--- src/rtl/condlogic_pipe_v.sv ---
// Execute-stage condition unit: NZCV register in FLAG_GROUPS write slices, condition evaluation,
// side-effect gating, and the registered Memory-stage copy. COND_STATS_EN adds executed/annulled counters.
module condlogic_pipe_v #(
  parameter int FLAG_GROUPS = 2
`ifdef COND_STATS_EN
  , parameter int CNT_W = 16
`endif
) (
  input  logic                   clk,
  input  logic                   reset,
  input  logic                   StallE,
  input  logic                   FlushE,
  input  logic                   ValidE,
  input  logic [3:0]             Cond,
  input  logic [3:0]             ALUFlags,
  input  logic [FLAG_GROUPS-1:0] FlagW,
  input  logic                   PCS,
  input  logic                   RegW,
  input  logic                   MemW,
  output logic [3:0]             Flags,
  output logic                   CondExE,
  output logic                   PCSrcE,
  output logic                   RegWriteM,
  output logic                   MemWriteM,
  output logic                   PCSrcM
`ifdef COND_STATS_EN
  , output logic [CNT_W-1:0]     CntExec,
  output logic [CNT_W-1:0]       CntAnnul
`endif
);

  logic       n, z, c, v;
  logic       cond_pass;
  logic       live;
  logic [3:0] wmask;

  assign {n, z, c, v} = Flags;

  always_comb begin
    cond_pass = 1'b0;
    case (Cond)
      4'h0: cond_pass = z;
      4'h1: cond_pass = !z;
      4'h2: cond_pass = c;
      4'h3: cond_pass = !c;
      4'h4: cond_pass = n;
      4'h5: cond_pass = !n;
      4'h6: cond_pass = v;
      4'h7: cond_pass = !v;
      4'h8: cond_pass = c & !z;
      4'h9: cond_pass = !c | z;
      4'hA: cond_pass = (n == v);
      4'hB: cond_pass = (n != v);
      4'hC: cond_pass = !z & (n == v);
      4'hD: cond_pass = z | (n != v);
      4'hE: cond_pass = 1'b1;
      default: cond_pass = 1'b0;
    endcase
  end

  assign live    = ValidE & !FlushE;
  assign CondExE = live & cond_pass;
  assign PCSrcE  = PCS & CondExE;

  // Flag bit b belongs to slice b*FLAG_GROUPS/4, so each bit picks up its slice's enable.
  for (genvar b = 0; b < 4; b++) begin : g_wmask
    assign wmask[b] = FlagW[(b * FLAG_GROUPS) / 4];
  end

  always_ff @(posedge clk) begin
    if (reset)
      Flags <= 4'b0000;
    else if (!StallE && CondExE)
      Flags <= (Flags & ~wmask) | (ALUFlags & wmask);
  end

  // Stall beats flush: a held stage must not lose the instruction already in M.
  always_ff @(posedge clk) begin
    if (reset) begin
      RegWriteM <= 1'b0;
      MemWriteM <= 1'b0;
      PCSrcM    <= 1'b0;
    end else if (FlushE && !StallE) begin
      RegWriteM <= 1'b0;
      MemWriteM <= 1'b0;
      PCSrcM    <= 1'b0;
    end else if (!StallE) begin
      RegWriteM <= RegW & CondExE;
      MemWriteM <= MemW & CondExE;
      PCSrcM    <= PCS & CondExE;
    end
  end

`ifdef COND_STATS_EN
  always_ff @(posedge clk) begin
    if (reset) begin
      CntExec  <= '0;
      CntAnnul <= '0;
    end else if (!StallE && live) begin
      if (cond_pass) CntExec  <= CntExec + 1'b1;
      else           CntAnnul <= CntAnnul + 1'b1;
    end
  end
`endif

endmodule

--- config.mk ---
export PLATFORM = sky130hd
export DESIGN_NAME = condlogic_pipe_v
export DESIGN_NICKNAME = d
export VERILOG_FILES = /design/src/rtl/condlogic_pipe_v.sv
export SDC_FILE = /design/constraint.sdc
export NUM_CORES = 1
export LEC_CHECK = 0
export ABC_AREA = 1
export BUFFER_PORTS_ARGS = -buffer_cell sky130_fd_sc_hd__buf_2
export CORE_AREA = 2 2 39 41
export DETAILED_ROUTE_END_ITERATION = 12
export DIE_AREA = 0 0 41 43
export GPL_TIMING_DRIVEN = 0
export HOLD_SLACK_MARGIN = 0.15
export MAX_ROUTING_LAYER = met4
export PLACE_DENSITY = 0.71
export SYNTH_ARGS = -nofsm -noshare
export SYNTH_HDL_FRONTEND = slang
export SYNTH_SLANG_ARGS = --single-unit
export TNS_END_PERCENT = 5
--- constraint.sdc ---
create_clock -name clk -period 1.37 [get_ports clk]
set_input_delay 0.0685 -clock clk [delete_from_list [all_inputs] [get_ports clk]]
set_output_delay 0.0685 -clock clk [all_outputs]
set_load 0.02 [all_outputs]
==> reports/results.ini, run 1 <==
[outcome]
status=finished with violations
violations=setup timing

[clock_network]
cts_buffers=3
clockBufferDepth=2
clkLatencyLatePin_ns=0.26
tritoncts=done
htree_levels=1
path_clk_slew_ns=0.06
cts_root_buf=clkbuf_4
cts.sinks=7

[power_and_ir_drop]
p_int_mw=0.410
power_switching_mw=0.190
switching_share=0.316
leakage_nw=0.528
p_comb_frac=0.323
ir_drop_uv=582
powerDensity_nw_per_um2=643
total_power_mw=0.600
pwr-share-seq=0.356
p_clk_frac=0.321

[worst_setup_path]
crit_top_cell=nand2_2
critPathMaxFanout=4
cp.required_ns=1.30
crit_chain=inv_2 -> nand2_2 -> nand3_2 -> nand2_2 -> nand2_1 -> nand2_1 -> inv_1 -> nand3_2 -> nand2_2 -> inv_2 -> nand2_2 -> inv_2 -> buf_6
crit_path_end_kind=output port
crit_slowest_cell=dfxtp_2
critPathKind=flop to output port
crit_path_start_kind=flop
cp.arrival_ns=1.54
max_stage_delay_ns=0.36

[synthesis]
ys_seq_area_frac=0.265
synth_top_area_cell=dfxtp_1
yosys_register_bits=7
syn-cell-area_um2=528
syn_nets=115
synth_cells=97
synth.avg_cell_area_um2=5.44
synth_cell_type_count=14
yosysTopAreaCellShare=0.265
ys_warn_count=0
netlist_top_cells_area=dfxtp_1 (27%), nand2_1 (25%), inv_1 (11%)

[placed_design]
placedInstanceArea_um2=677
io_buffers=25
place_hpwl_um=1060
dpl.cell_count=138
dp_slack_ns=-0.0190
place_congestion=0.721

[min_path]
hold_class=input port to flop

[timing]
rsz0062_at_grt=true
final_max_slew_viol_count=0
slew_headroom=0.811
post-route-period-util=1.17
finalSetupViolations=8
clock.fmax_ghz=0.621
worst_pin_slew_ns=0.282
finClkSkew_ns=0.00657
hold_viol=0
final.min_clock_period_ns=1.61
worst_slack_ns=-0.240

[global_routing]
grt_pass1_vias=705
grt_overflow_total=0
grt_usage=0.248
grt_max_degree=9
antenna_found_initial=0
grt_pass1_wl_um=2880

[floorplanning]
dieArea_um2=1760
dieHeight_um=43
core_area_um2=1380
num_rows=14
start_util=0.382
io_pins=27
dieWidth_um=41

[drt]
num_vias=782
initialDrtViolationCount=22
avgViaCountPerCell=4.83
wl_per_cell_um=11.6
postRouteAntennaNets=0
wl_um=1890
post-route-drc-count=0
dr.pass1.iters=4

[layout]
diodes=0
synthToLayoutAreaGrowth_pct=76.8
stdcell_area_um2=933
finalNonFillerCells=162
final_nets=165
drive_gt1_frac=0.438
nFillCells=116

[flow_run]
drv_cap=0

==> per-stage QoR <==
step	hold WS [ns]	util	TNS, ns
2_1_floorplan	0.203	-	0
3_3_place_gp	0.291	0.489	-0.00479
3_5_place_dp	0.300	0.489	-0.0190
4_1_cts	0.210	0.646	-0.452
5_1_grt	0.229	0.675	-1.85
6_report	0.216	0.675	-1.15
==> power by group through the flow <==
stage / Sequential [mW] / Combinational (mW) / Clock (mW)
CTS: 0.215 / 0.177 / 0.191
global route: 0.214 / 0.210 / 0.210
detailed placement: 0.218 / 0.131 / 0
floorplan: 0.225 / 0.0742 / 0
finish: 0.214 / 0.193 / 0.193
global placement: 0.218 / 0.128 / 0
==> path summary, 6_finish.rpt <==
check,startpoint,to,slack (ns),cells past startpoint
worst max-delay path,flop,PCSrcE,-0.24,13
worst min-delay path,FlagW[0],flop,0.22,4
worst max register to register,flop,MemWriteM,-0.14,13
worst min register to register,MemWriteM,MemWriteM,0.49,2
==> synthesized netlist by cell type <==
master / n
nand4_2: 1
dfxtp_1: 7
a21oi_2: 1
inv_1: 16
o21ai_0: 1
nor2_1: 15
nand2_1: 35
nand3_1: 11
nand4_1: 1
a21oi_1: 5
nand2_2: 1
buf_2: 1
nor2_2: 1
nand3_2: 1
==> worst max-delay path, delay by kind of cell, from the launching register on <==
kind	cells	cell delay (ns)
DFF	1	0.36
buffers and inverters	5	0.34
and+or+nand+nor	8	0.57
==> layout by cell type, fill, tap and decap left out <==
| master | netlist | routed |
|---|---|---|
| a21oi_1 | 5 | 4 |
| a21oi_2 | 1 | 2 |
| buf_2 | 1 | 25 |
| buf_4 | 0 | 10 |
| buf_6 | 0 | 1 |
| clkbuf_1 | 0 | 1 |
| clkbuf_4 | 0 | 3 |
| dfxtp_1 | 7 | 4 |
| dfxtp_2 | 0 | 2 |
| dfxtp_4 | 0 | 1 |
| dlygate4sd3_1 | 0 | 10 |
| inv_1 | 16 | 12 |
| inv_2 | 0 | 3 |
| inv_4 | 0 | 1 |
| nand2_1 | 35 | 27 |
| nand2_2 | 1 | 9 |
| nand3_1 | 11 | 9 |
| nand3_2 | 1 | 3 |
| nand4_1 | 1 | 1 |
| nand4_2 | 1 | 1 |
| nor2_1 | 15 | 13 |
| nor2_2 | 1 | 2 |
| nor2_4 | 0 | 1 |
| o21ai_0 | 1 | 1 |
==> repair_timing <==
item                                    4_1_cts  5_1_grt
setup buffers                                10        0
hold endpoints to repair                      7        0
pin swaps                                     5        3
cloned                                        0        0
endpoints found under the setup margin        3        9
gates resized for setup                       9       12
hold buffers                                 10        0
==> layout make-up <==
| type | count | area (um2) | area share |
|---|---|---|---|
| Multi-Input combinational cell | 73 | 367 | 0.393 |
| Buffer | 1 | 5.00 | 0.00536 |
| Clock buffer | 4 | 26.3 | 0.0282 |
| Inverter | 16 | 62.6 | 0.0670 |
| Tap cell | 16 | 20.0 | 0.0214 |
| Timing Repair Buffer | 45 | 307 | 0.328 |
| Sequential cell | 7 | 146 | 0.157 |
==> metal layers <==
layer	up-vias	routed length [um]	global-route usage
li1	400	-	-
met2	29	1030	0.434
met4	0	47	0.120
met1	347	717	0.260
met5	-	0	-
met3	6	90	0.0157
==> logic make-up after synthesis <==
group / Yosys count / synth area share
simple gates: 66 / 0.538
buf+inv: 17 / 0.123
flops: 7 / 0.265
compound gates: 7 / 0.0734
(Power assumes the default switching activity.)
==> run 2: changes to the inputs <==
--- a/config.mk
+++ b/config.mk
@@ -14,6 +14,7 @@
 export HOLD_SLACK_MARGIN = 0.15
 export MAX_ROUTING_LAYER = met4
 export PLACE_DENSITY = 0.71
+export SKIP_CTS_REPAIR_TIMING = 1
 export SYNTH_ARGS = -nofsm -noshare
 export SYNTH_HDL_FRONTEND = slang
 export SYNTH_SLANG_ARGS = --single-unit
==> reports/results.ini, run 2 (synthesis results as in run 1) <==
[floorplanning]
dieWidth_um=41
dieHeight_um=43
dieArea_um2=1760
io_pins=27
num_rows=14
core_area_um2=1380
start_util=0.382

[layout]
nFillCells=127
finalNonFillerCells=154
diodes=0
drive_gt1_frac=0.406
final_nets=157
final_common_cell=nand2_1
stdcell_area_um2=852
synthToLayoutAreaGrowth_pct=61.4
final_cell_mix=nand2_1 (29), buf_2 (25), nor2_1 (14)

[power_and_ir_drop]
power_switching_mw=0.178
p_clk_frac=0.324
leakage_nw=0.490
p_comb_frac=0.306
ir_drop_uv=575
powerDensity_nw_per_um2=680
switching_share=0.307
pwr-share-seq=0.371
total_power_mw=0.579
p_int_mw=0.401

[drt]
avgViaCountPerCell=4.75
postRouteAntennaNets=0
dr.pass1.iters=4
post-route-drc-count=0
num_vias=731
wl_per_cell_um=10.6
wl_um=1640
initialDrtViolationCount=18

[timing]
slew_headroom=0.816
final.min_clock_period_ns=1.60
final_max_slew_viol_count=0
hold_viol=0
clock.fmax_ghz=0.625
post-route-period-util=1.17
finalSetupViolations=8
rsz0062_at_grt=true
finClkSkew_ns=0.000735
worst_slack_ns=-0.229
worst_pin_slew_ns=0.275

[outcome]
violations=setup timing
status=finished with violations

[placed_design]
place_hpwl_um=1060
placedInstanceArea_um2=677
place_congestion=0.721
io_buffers=25
dpl.cell_count=138

[global_routing]
grt_overflow_total=0
grt_max_degree=9
grt_pass1_wl_um=1970
antenna_found_initial=0
grt_usage=0.164
grt_pass1_vias=537

[worst_setup_path]
crit_path_end_kind=output port
critPathKind=flop to output port
crit_path_start_kind=flop
cp.arrival_ns=1.53
r2r_setup_slack_ns=-0.11
cp.required_ns=1.30
critPathMaxFanout=4

[flow_run]
drv_cap=0

[clock_network]
cts.sinks=7
cts_buffers=3
tritoncts=done
clkLatencyLatePin_ns=0.25
path_clk_slew_ns=0.05
clockBufferDepth=2
htree_levels=1
cts_root_buf=clkbuf_4

[min_path]
hold_class=input port to flop

[run 2: changes by cell type in the layout (fill, tap and decap cells not counted), moves of 2 or more]
cell	previous run	this run
dlygate4sd3_1	10	7
buf_4	10	5
nand2_2	9	7
nand2_1	27	29
[run 2: power groups by stage]
| stage | registers, mW | logic [mW] | clock network [mW] |
|---|---|---|---|
| global route | 0.215 | 0.191 | 0.201 |
| floorplan | 0.225 | 0.0742 | 0 |
| finish | 0.215 | 0.177 | 0.187 |
| global placement | 0.218 | 0.128 | 0 |
| detailed placement | 0.218 | 0.131 | 0 |
| CTS | 0.214 | 0.131 | 0.191 |
[run 2: worst paths after layout]
| path | to | start | cells past startpoint |
|---|---|---|---|
| max reg2reg | MemWriteM | flop | 13 |
| min | flop | reset | 4 |
| max | PCSrcE | flop | 12 |
| min reg2reg | RegWriteM | RegWriteM | 2 |
[run 2: metal layers]
layer	share of wire	track usage	vias to the layer above
li1	-	-	379
met1	0.38	0.192	323
met2	0.56	0.266	27
met3	0.059	0.0157	2
met4	0.0085	0.0800	0
met5	0	-	-
[run 2: layout make-up]
cell class	instances	area [um2]	share of cell area
Multi-Input combinational cell	73	358	0.420
Inverter	16	60.1	0.0705
Clock buffer	4	26.3	0.0308
Timing Repair Buffer	37	239	0.280
Buffer	1	5.00	0.00587
Sequential cell	7	144	0.169
Tap cell	16	20.0	0.0235
[run 2: worst max-delay path: stages (launching register included)]
cell and delay, ns:
dfxtp_2 0.35, inv_2 0.06, nand3_1 0.06, nand2_1 0.05
nand2_1 0.07, nand3_2 0.08, nor2_2 0.13, nand3_2 0.12
nand2_2 0.09, inv_2 0.04, nand2_2 0.07, inv_2 0.04
buf_6 0.12
[run 2: through the flow]
stage	utilization	hold slack (ns)	TNS, ns	setup WS (ns)
6_report	0.616	0.111	-0.662	-0.229
4_1_cts	0.508	0.0405	-0.512	-0.297
5_1_grt	0.616	0.152	-1.54	-0.309
3_5_place_dp	0.489	0.300	-0.0190	-0.0190
2_1_floorplan	-	0.203	0	0.00695
3_3_place_gp	0.489	0.291	-0.00479	-0.00479
==> run 3: changes to the inputs <==
--- a/config.mk
+++ b/config.mk
@@ -6,7 +6,7 @@
 export NUM_CORES = 1
 export LEC_CHECK = 0
 export ABC_AREA = 1
-export BUFFER_PORTS_ARGS = -buffer_cell sky130_fd_sc_hd__buf_2
+export BUFFER_PORTS_ARGS = -buffer_cell sky130_fd_sc_hd__clkbuf_2
 export CORE_AREA = 2 2 39 41
 export DETAILED_ROUTE_END_ITERATION = 12
 export DIE_AREA = 0 0 41 43
==> reports/results.ini, run 3 (synthesis results as in run 1) <==
[outcome]
status=finished with violations
violations=setup timing

[layout]
register_area_um2=149
final_cell_mix=nand2_1 (28), clkbuf_2 (24), nor2_1 (14)
multi_input_area_um2=360
final_common_cell=nand2_1
drive_gt1_frac=0.397
diodes=0
synthToLayoutAreaGrowth_pct=61.8
final_nets=155
nFillCells=124

[worst_setup_path]
r2r_setup_slack_ns=-0.06
crit_path_end_kind=output port
critPathKind=flop to output port
crit_path_start_kind=flop
critPathMaxFanout=4
cp.required_ns=1.30
cp.arrival_ns=1.55
r2r_cells=12

[global_routing]
grt_usage=0.178
grt_pass1_vias=570
grt_max_degree=9
antenna_found_initial=0
grt_overflow_total=0
grt_pass1_wl_um=2100

[min_path]
hold_class=input port to flop
min_delay_worst_endpoint=PCSrcM
worstHoldStart=FlushE
whs_path_depth=4

[drt]
wl_per_cell_um=10.0
post-route-drc-count=0
wl_um=1530
dr.pass1.iters=4
avgViaCountPerCell=4.78
initialDrtViolationCount=8
num_vias=726
postRouteAntennaNets=0

[clock_network]
clkLatencyLatePin_ns=0.26
clockBufferDepth=2
cts_buffers=3
tritoncts=done
path_clk_slew_ns=0.06
cts.sinks=7
htree_levels=1
cts_root_buf=clkbuf_4

[placed_design]
dp_slack_ns=-0.0527
place_hpwl_um=1070
place_congestion=0.717
io_buffers=25

[floorplanning]
start_util=0.382
dieArea_um2=1760
num_rows=14
core_area_um2=1380
io_pins=27
dieHeight_um=43
dieWidth_um=41

[timing]
worst_pin_slew_ns=0.258
final_max_slew_viol_count=0
final.min_clock_period_ns=1.62
worst_slack_ns=-0.247
slew_headroom=0.827
clock.fmax_ghz=0.618
finClkSkew_ns=0.00556
hold_viol=0
setup_tns_ns=-0.587
finalSetupViolations=6
rsz0062_at_grt=true
hold_ws_ns=0.114
post-route-period-util=1.18

[power_and_ir_drop]
powerDensity_nw_per_um2=685
total_power_mw=0.586
leakage_nw=0.482
ir_drop_uv=664

[flow_run]
drv_cap=0

run 3: area by class of cell:
cell class | instances | area share
timing repair buffer | 35 | 0.268
inverter | 16 | 0.0761
sequential | 7 | 0.174
clock buffer | 4 | 0.0307
tap | 16 | 0.0234
multi-input combinational | 73 | 0.422
buffer | 1 | 0.00586
run 3: critical path, stage by stage, from the launching register on:
cell and delay, ns:
dfxtp_4 0.37, inv_4 0.04, nand2_2 0.06, nand2_2 0.07
nand2_2 0.07, nand3_2 0.07, nor2_2 0.12, nand3_2 0.11
nand2_2 0.10, inv_2 0.04, nand2_2 0.07, inv_2 0.04
buf_6 0.12
run 3: how the worst max path moves through the flow:
stage	from	endpoint	slack, ns
final	flop	PCSrcE	-0.25
after global routing	flop	PCSrcE	-0.36
after CTS	flop	PCSrcE	-0.34
after detailed placement	flop	PCSrcE	-0.05
after global placement	flop	PCSrcE	-0.001
after floorplan	flop	PCSrcE	0.007
run 3: power by group:
part / leakage, nW / switching, mW / internal [mW] / total [mW]
registers: 0.0588 / 0.00542 / 0.207 / 0.212
clock network: 0.0150 / 0.0884 / 0.112 / 0.200
logic: 0.409 / 0.0945 / 0.0785 / 0.173
run 3: layer usage:
| layer | global-route usage | part of all wire | vias up |
|---|---|---|---|
| li1 | - | - | 377 |
| met1 | 0.191 | 0.38 | 319 |
| met2 | 0.291 | 0.53 | 28 |
| met3 | 0.0314 | 0.076 | 2 |
| met4 | 0.100 | 0.019 | 0 |
| met5 | - | 0 | - |
run 3: per-stage QoR:
step | instance area, um2 | instances | util
after floorplan | 532 | 97 | -
after global placement | 677 | 138 | 0.489
after detailed placement | 677 | 138 | 0.489
after CTS | 703 | 142 | 0.508
after global routing | 855 | 152 | 0.618
final | 855 | 152 | 0.618
